[src/rtl/fnd_dot_blinker.sv]
// Decimal-point blinker for the FND digit mux: sub-second phase counter plus per-digit active-low dot decode.
// Latency: one clk from tick/sync/mode/mask to registered outputs; no backpressure (tick-driven, never stalls).
module fnd_dot_blinker #(
  parameter int DIGITS          = 4,
  parameter int TICK_PER_PERIOD = 100,
  parameter int ON_START        = 50,
  parameter int PW              = $clog2(TICK_PER_PERIOD)
) (
  input  logic              clk,
  input  logic              reset,
  input  logic              i_tick,
  input  logic              i_run,
  input  logic              i_sync,
  input  logic [1:0]        i_mode,
  input  logic [DIGITS-1:0] i_mask,
  output logic [DIGITS-1:0] o_dot,
  output logic [PW-1:0]     o_phase,
  output logic              o_wrap
);

  localparam logic [PW-1:0] LAST_PHASE = PW'(TICK_PER_PERIOD - 1);
  localparam logic [PW-1:0] ON_PHASE   = PW'(ON_START);

  logic [PW-1:0]     phase_next;
  logic              wrap_next;
  logic              lit;
  logic [DIGITS-1:0] dot_next;

  // Wrap is detected by explicit compare against the last phase, never by overflow.
  always_comb begin
    phase_next = o_phase;
    wrap_next  = 1'b0;
    if (i_sync) begin
      phase_next = '0;
    end else if (i_tick && i_run) begin
      if (o_phase == LAST_PHASE) begin
        phase_next = '0;
        wrap_next  = 1'b1;
      end else begin
        phase_next = o_phase + PW'(1);
      end
    end
  end

  // Decode from phase_next so the registered dots line up with the registered phase.
  always_comb begin
    lit = 1'b0;
    case (i_mode)
      2'b00:   lit = 1'b0;
      2'b01:   lit = 1'b1;
      2'b10:   lit = (phase_next >= ON_PHASE);
      default: lit = (phase_next <  ON_PHASE);
    endcase
    dot_next = ~({DIGITS{lit}} & i_mask);
  end

  always_ff @(posedge clk) begin
    if (reset) begin
      o_phase <= '0;
      o_wrap  <= 1'b0;
      o_dot   <= '1;
    end else begin
      o_phase <= phase_next;
      o_wrap  <= wrap_next;
      o_dot   <= dot_next;
    end
  end

endmodule
[config.mk]
export PLATFORM = sky130hd
export DESIGN_NAME = fnd_dot_blinker
export DESIGN_NICKNAME = d
export VERILOG_FILES = /design/src/rtl/fnd_dot_blinker.sv
export SDC_FILE = /design/constraint.sdc
export NUM_CORES = 1
export LEC_CHECK = 0
export BUFFER_PORTS_ARGS = -buffer_cell sky130_fd_sc_hd__buf_2
export CELL_PAD_IN_SITES_DETAIL_PLACEMENT = 1
export CELL_PAD_IN_SITES_GLOBAL_PLACEMENT = 1
export CORE_MARGIN = 2
export CORE_UTILIZATION = 36
export CTS_CLUSTER_SIZE = 14
export DETAILED_ROUTE_END_ITERATION = 7
export PLACE_DENSITY_LB_ADDON = 0.1
export SLEW_MARGIN = 40
export SYNTH_ARGS = -nofsm -noshare
export SYNTH_HDL_FRONTEND = slang
export SYNTH_SLANG_ARGS = --single-unit
export TNS_END_PERCENT = 5
[constraint.sdc]
create_clock -name clk -period 4.5 [get_ports clk]
set_input_delay 0.45 -clock clk [delete_from_list [all_inputs] [get_ports clk]]
set_output_delay 0.45 -clock clk [all_outputs]
set_load 0.05 [all_outputs]
[After elaboration in Yosys (flattened, before gate mapping)]
Cells that the tools add are included.
Operators by class
  $add $sub $neg: 1
  reductions and logical operators: 3
  multiply operators: 0
  shifts and indexed selects: 0
  mux-type cells: 5
  divide/modulo/power cells: 0
  equal/unequal tests: 3
  bitwise gates (word level): 3
  $lt $le $gt $ge: 2
Operators with widths (count)
  two-way mux 7 bit: 3
  adder 7 x 1 -> 7 bit, second input constant: 1
  == test 7 bit, second input constant: 1
  >= comparator 7 x 6 -> 1 bit, second input constant: 1
  less-than comparator 7 x 6 -> 1 bit, second input constant: 1
  AND 4 bit: 1
  inverter 4 bit: 1
  one-hot mux 1 bit (3 select lines): 1
  OR reduction 3 bit: 1
  == test 2 x 1 -> 1 bit, second input constant: 1
  == test 2 bit, second input constant: 1
  logical NOT 2 bit: 1
  logical AND 1 bit: 1
  two-way mux 1 bit: 1
  inverter 1 bit: 1
Word-level totals
  memories: 0
  memory bits (writable): 0
  register bits: 12
  latch bits: 0
  ROM bits: 0
  input bits: 11
  logic and storage cells: 20

[Depth between registers and ports, before layout]
  word-level depth: 8
  depth in mapped cells: 6

[Least setup slack after synthesis]
Ideal clock, no wire load.
  kind: flip-flop to flip-flop
  start point: register o_phase[1]
  end point: register o_dot[0]
  required time: 4.413 ns
  period minus slack after synthesis: 2.287 ns
  arrival time: 2.200 ns
  setup time: 0.087 ns
  path slack: 2.213 ns
  cell stages (with the launch flop): 7
  cells stage by stage: dfxtp_1 ha_1 and4_4 a31oi_1 or3_4 a311o_1 o31ai_1
Between the ends
  longest elaborated chain between the ends: 8
  elaborated cells between the ends (all ways): 10
  those cells by class: add/sub: 1; order compare: 2; eq/ne: 1; mux: 4; bitwise: 2
Ends and longest elaborated chain
  start, declared: RTL line 17  | output logic [PW-1:0] o_phase,
  start signal, assigned: RTL line 63  | o_phase <= phase_next;
  adder 7 x 1 -> 7 bit / == test 7 bit (equally long branches): RTL line 40, 36
  two-way mux 7 bit: RTL line 36  | if (o_phase == LAST_PHASE) begin
  two-way mux 7 bit (*): RTL line 35  | end else if (i_tick && i_run) begin
  two-way mux 7 bit (*): RTL line 33  | if (i_sync) begin
  less-than comparator 7 x 6 -> 1 bit / >= comparator 7 x 6 -> 1 bit (equally long branches): RTL line 52, 51
  one-hot mux 1 bit (3 select lines) (*): RTL line 48  | case (i_mode)
  AND 4 bit (*): RTL line 54  | dot_next = ~({DIGITS{lit}} & i_mask);
  inverter 4 bit (*): RTL line 54
  end signal, assigned: RTL line 65  | o_dot <= dot_next;
  end, declared: RTL line 16  | output logic [DIGITS-1:0] o_dot,
Every way passes the cells marked *; elsewhere a longest branch is shown, timed or not.
A chain may end at the register's enable or synchronous reset.

[Worst setup path in the final report]
  start point: register o_phase[1]
  end point: register o_dot[3]
The elaborated chain is that of the path after synthesis.

==> impl_summary.md <==
Setup path
The setup slack of the worst register-to-register path is approximately 2.5 ns. Data on the critical path is required at its endpoint by approximately 4.7 ns. The total buffers and inverters traversed by the critical path is 0.

The biggest cell delay along the critical path is approximately 0.4 ns. Data on the critical path arrives at its endpoint at ~2.2 ns. The critical path startpoint category is a flop. Broken down by cell family, the worst path's largest delay share belongs to compound AO/OA/AOI/OAI gates. The signal on the critical path passes through ha_1 > and4_4 > a31oi_1 > or3_4 > a311o_1 > o31ai_1. The count of cell instances traversed by the critical path is 6. The slowest cell on the critical path is sky130_fd_sc_hd__dfxtp_1. The critical-path maximum fanout is 5. The kind of capture point of the worst setup path is a flop.

The start-to-end type of the worst setup path is reg -> reg. The length in cells of the worst reg-to-reg path is 6.

Power and ir drop
The power density over the cells is between 200 and 300 nW/um2. The analysis attributes to cell leakage a power of around 0.33 nW. The overall power consumption is between 0.2 and 0.25 mW. VDD sags by at most around 0.00022 V.

STA
At the pin with the least slew margin, the transition time is 0.363 ns. Between clock sinks in the finished design, the worst skew comes to 0.00246 ns. The hold violation total from the final report is 0. The setup violation total in the final timing report is 0.

The part of the cycle the worst path needs is 0.455. The minimum clock period after layout is 2.05 ns. The max-slew headroom at the worst pin is 0.757.

The summed negative setup slack over all endpoints is 0 ns. The highest attainable clock frequency is ~0.49 GHz. The max-slew violation count was 0. Setup repair after global routing left no endpoint under its margin.

Clock network
The TritonCTS buffer count is 3. The clock transition time at the flip-flop clock pins of the worst setup and hold paths is 0.08 ns. The clock tree from TritonCTS is yes. The quantity of hold-fixing buffers added after cts is 0. In this run the deepest clock path goes through 2 buffers. The post-CTS setup repair buffer count is 0. The root buffer cell chosen for the clock tree is sky130_fd_sc_hd__clkbuf_4.

The clock latency of the later-clocked register in the worst-skew pair is approximately 0.28 ns. Gates resized during post-CTS repair numbered 0. The total number of H-tree levels is 1. CTS saw 12 sinks.

Worst hold path
The path class of the tightest hold or removal check is in -> reg. Along the worst hold path, the cell count comes to 2.

Global routing
The layer flagged by global routing as most heavily used is met2. The initial antenna violation count was 0. The via count of the first global-routing pass was between 600 and 700. The fraction of met2 tracks used by global routing is 0.289.

In the global route stage, overall resource usage came out at 0.177. The first global-routing pass estimated ~2600 um of wire. The met3 usage is 0.0680. The total global routing overflow is 0. The met1 track utilization from global routing is 0.207. Entering global routing, the biggest net connects 10 pins.

Layout
From synthesis to final layout, the design area changed by 25.4%. The antenna diode count is 0. In the final design database the tool counted 106 nets. The number of filler instances in the final layout is 199. Once layout is done, the placed cells without fillers occupy ~770 um2. The share of layout cells above drive strength 1 is 0.323.

Route
The detail-routed via count per cell is around 5.5. The total via count after detailed routing is around 600. The count of nets left with antenna violations after detail routing is 0. For this run, the detailed router's first-pass iteration total came to 4. For this run, design rule violations remaining after detail routing come to 0. The total length of routed wires is about 1600 um. The number of design-rule violations left by the first detailed-router iteration is 3. After detailed routing, the average wire length per cell comes to around 14 um.

Logic synthesis
The yosys synthesis warning count is 0. The share of the Yosys chip area taken by registers is 0.393. Counting every net in the synthesized netlist gives 80.

Synthesis produced a netlist whose cell count is slightly below 70. In this run the mean area of a mapped cell was around 9 um2. The post-synthesis sequential element count is 12.

The number of distinct library cell variants in the gate-level netlist after synthesis is 30. The area of the mapped netlist is a little over 600 um2.

Flow run
The tool flagged a number of max-cap violations equal to 0.

Floorplanning
The initial utilization of the core area, before any placement, comes to 0.397. The die width is between 40 and 50 um. The floorplan step defined a die boundary enclosing 2050 um2.

The region available for standard cell placement spans 1540 um2. During I/O placement, the number of pins put on the boundary was 23. The die is between 40 and 50 um tall.

In this run the core area contains 14 standard-cell rows.

Place
The post-placement cell area is approximately 730 um2. Detailed placement ended at an HPWL of between 1000 and 1500 um. The global placement routability congestion is roughly 0.75. During placement, the flow inserted port buffers numbering 22.

Outcome
The run finished with clean final reports.
layout by cell type (no fill, tap or decap), drive strengths merged:
cell type and count:
a211oi 1, a21oi 2, a311o 1, a31oi 3, and2 1, and3 2, and4 1, and4b 1
buf 22, clkbuf 4, dfxtp 12, ha 1, inv 1, nand2 4, nand2b 1, nand3 4
nand4 1, nor2 5, nor2b 2, nor3 7, nor4b 1, o211ai 1, o21a 1, o21ai 2
o2bb2ai 1, o31ai 4, o41ai 1, or3 2, xnor2 1, xor2 3
registers in the layout, indices dropped and copies added, names as in the netlist:
name     cells
o_phase      7
o_dot        4
o_wrap       1
cell type report:
class | instances | area, um2 | area share
tap | 16 | 20.0 | 0.0261
clock buffer | 4 | 36.3 | 0.0473
inverter | 1 | 3.75 | 0.00489
multi-input combinational | 54 | 357 | 0.465
sequential | 12 | 240 | 0.313
timing repair buffer | 22 | 110 | 0.144
power breakdown:
| part | leakage, nW | switching [mW] | total [mW] | internal [mW] |
|---|---|---|---|---|
| combinational | 0.207 | 0.0215 | 0.0313 | 0.00978 |
| clock | 0.0210 | 0.0391 | 0.0883 | 0.0492 |
| sequential | 0.0980 | 0.000932 | 0.110 | 0.109 |
| total | 0.326 | 0.0615 | 0.230 | 0.168 |
cells in the mapped netlist (all sizes together):
master	number	area (um2)
nor4b	1	8.76
nand2b	1	6.26
o21ai	2	10.0
a31oi	3	18.8
o41ai	1	8.76
and4	1	11.3
nor3	7	35.0
nand2	4	15.0
a311o	1	10.0
inv	1	3.75
dfxtp	12	240
ha	1	12.5
or3	2	17.5
nor2b	2	12.5
and2	1	6.26
xor2	3	26.3
buf	1	11.3
o31ai	4	30.0
o21a	1	7.51
xnor2	1	8.76
o211ai	1	7.51
nand4	1	6.26
a211oi	1	7.51
a21oi	2	10.0
nand3	4	20.0
o2bb2ai	1	8.76
and4b	1	10.0
and3	2	22.5
nor2	5	18.8
layer usage:
metal	share of wire	vias up
met5	0	-
met4	0.012	0
met3	0.066	2
met2	0.47	18
met1	0.46	272
li1	-	311
final timing paths:
check                                              to             startpoint
worst max-delay path              o_dot[3]$_SDFF_PP1_  o_phase[1]$_SDFF_PP0_
worst min-delay path              o_dot[0]$_SDFF_PP1_              i_mask[0]
worst max register to register    o_dot[3]$_SDFF_PP1_  o_phase[1]$_SDFF_PP0_
worst min register to register  o_phase[1]$_SDFF_PP0_  o_phase[1]$_SDFF_PP0_
per-stage QoR:
step	std cells	setup WS (ns)	util	hold slack (ns)
after floorplan	68	2.21	-	0.521
after global placement	105	2.52	0.474	0.493
after detailed placement	105	2.49	0.474	0.499
after CTS	109	2.45	0.498	0.337
after global routing	109	2.34	0.498	0.343
final	109	2.45	0.498	0.341
logic make-up after synthesis:
| logic type | share of synthesized area |
|---|---|
| fa+ha+maj | 0.0204 |
| xor+xnor | 0.0573 |
| compound gates | 0.194 |
| buf+inv | 0.0245 |
| flops | 0.393 |
| simple gates | 0.311 |
No activity file was read; power rests on OpenSTA's default activity.
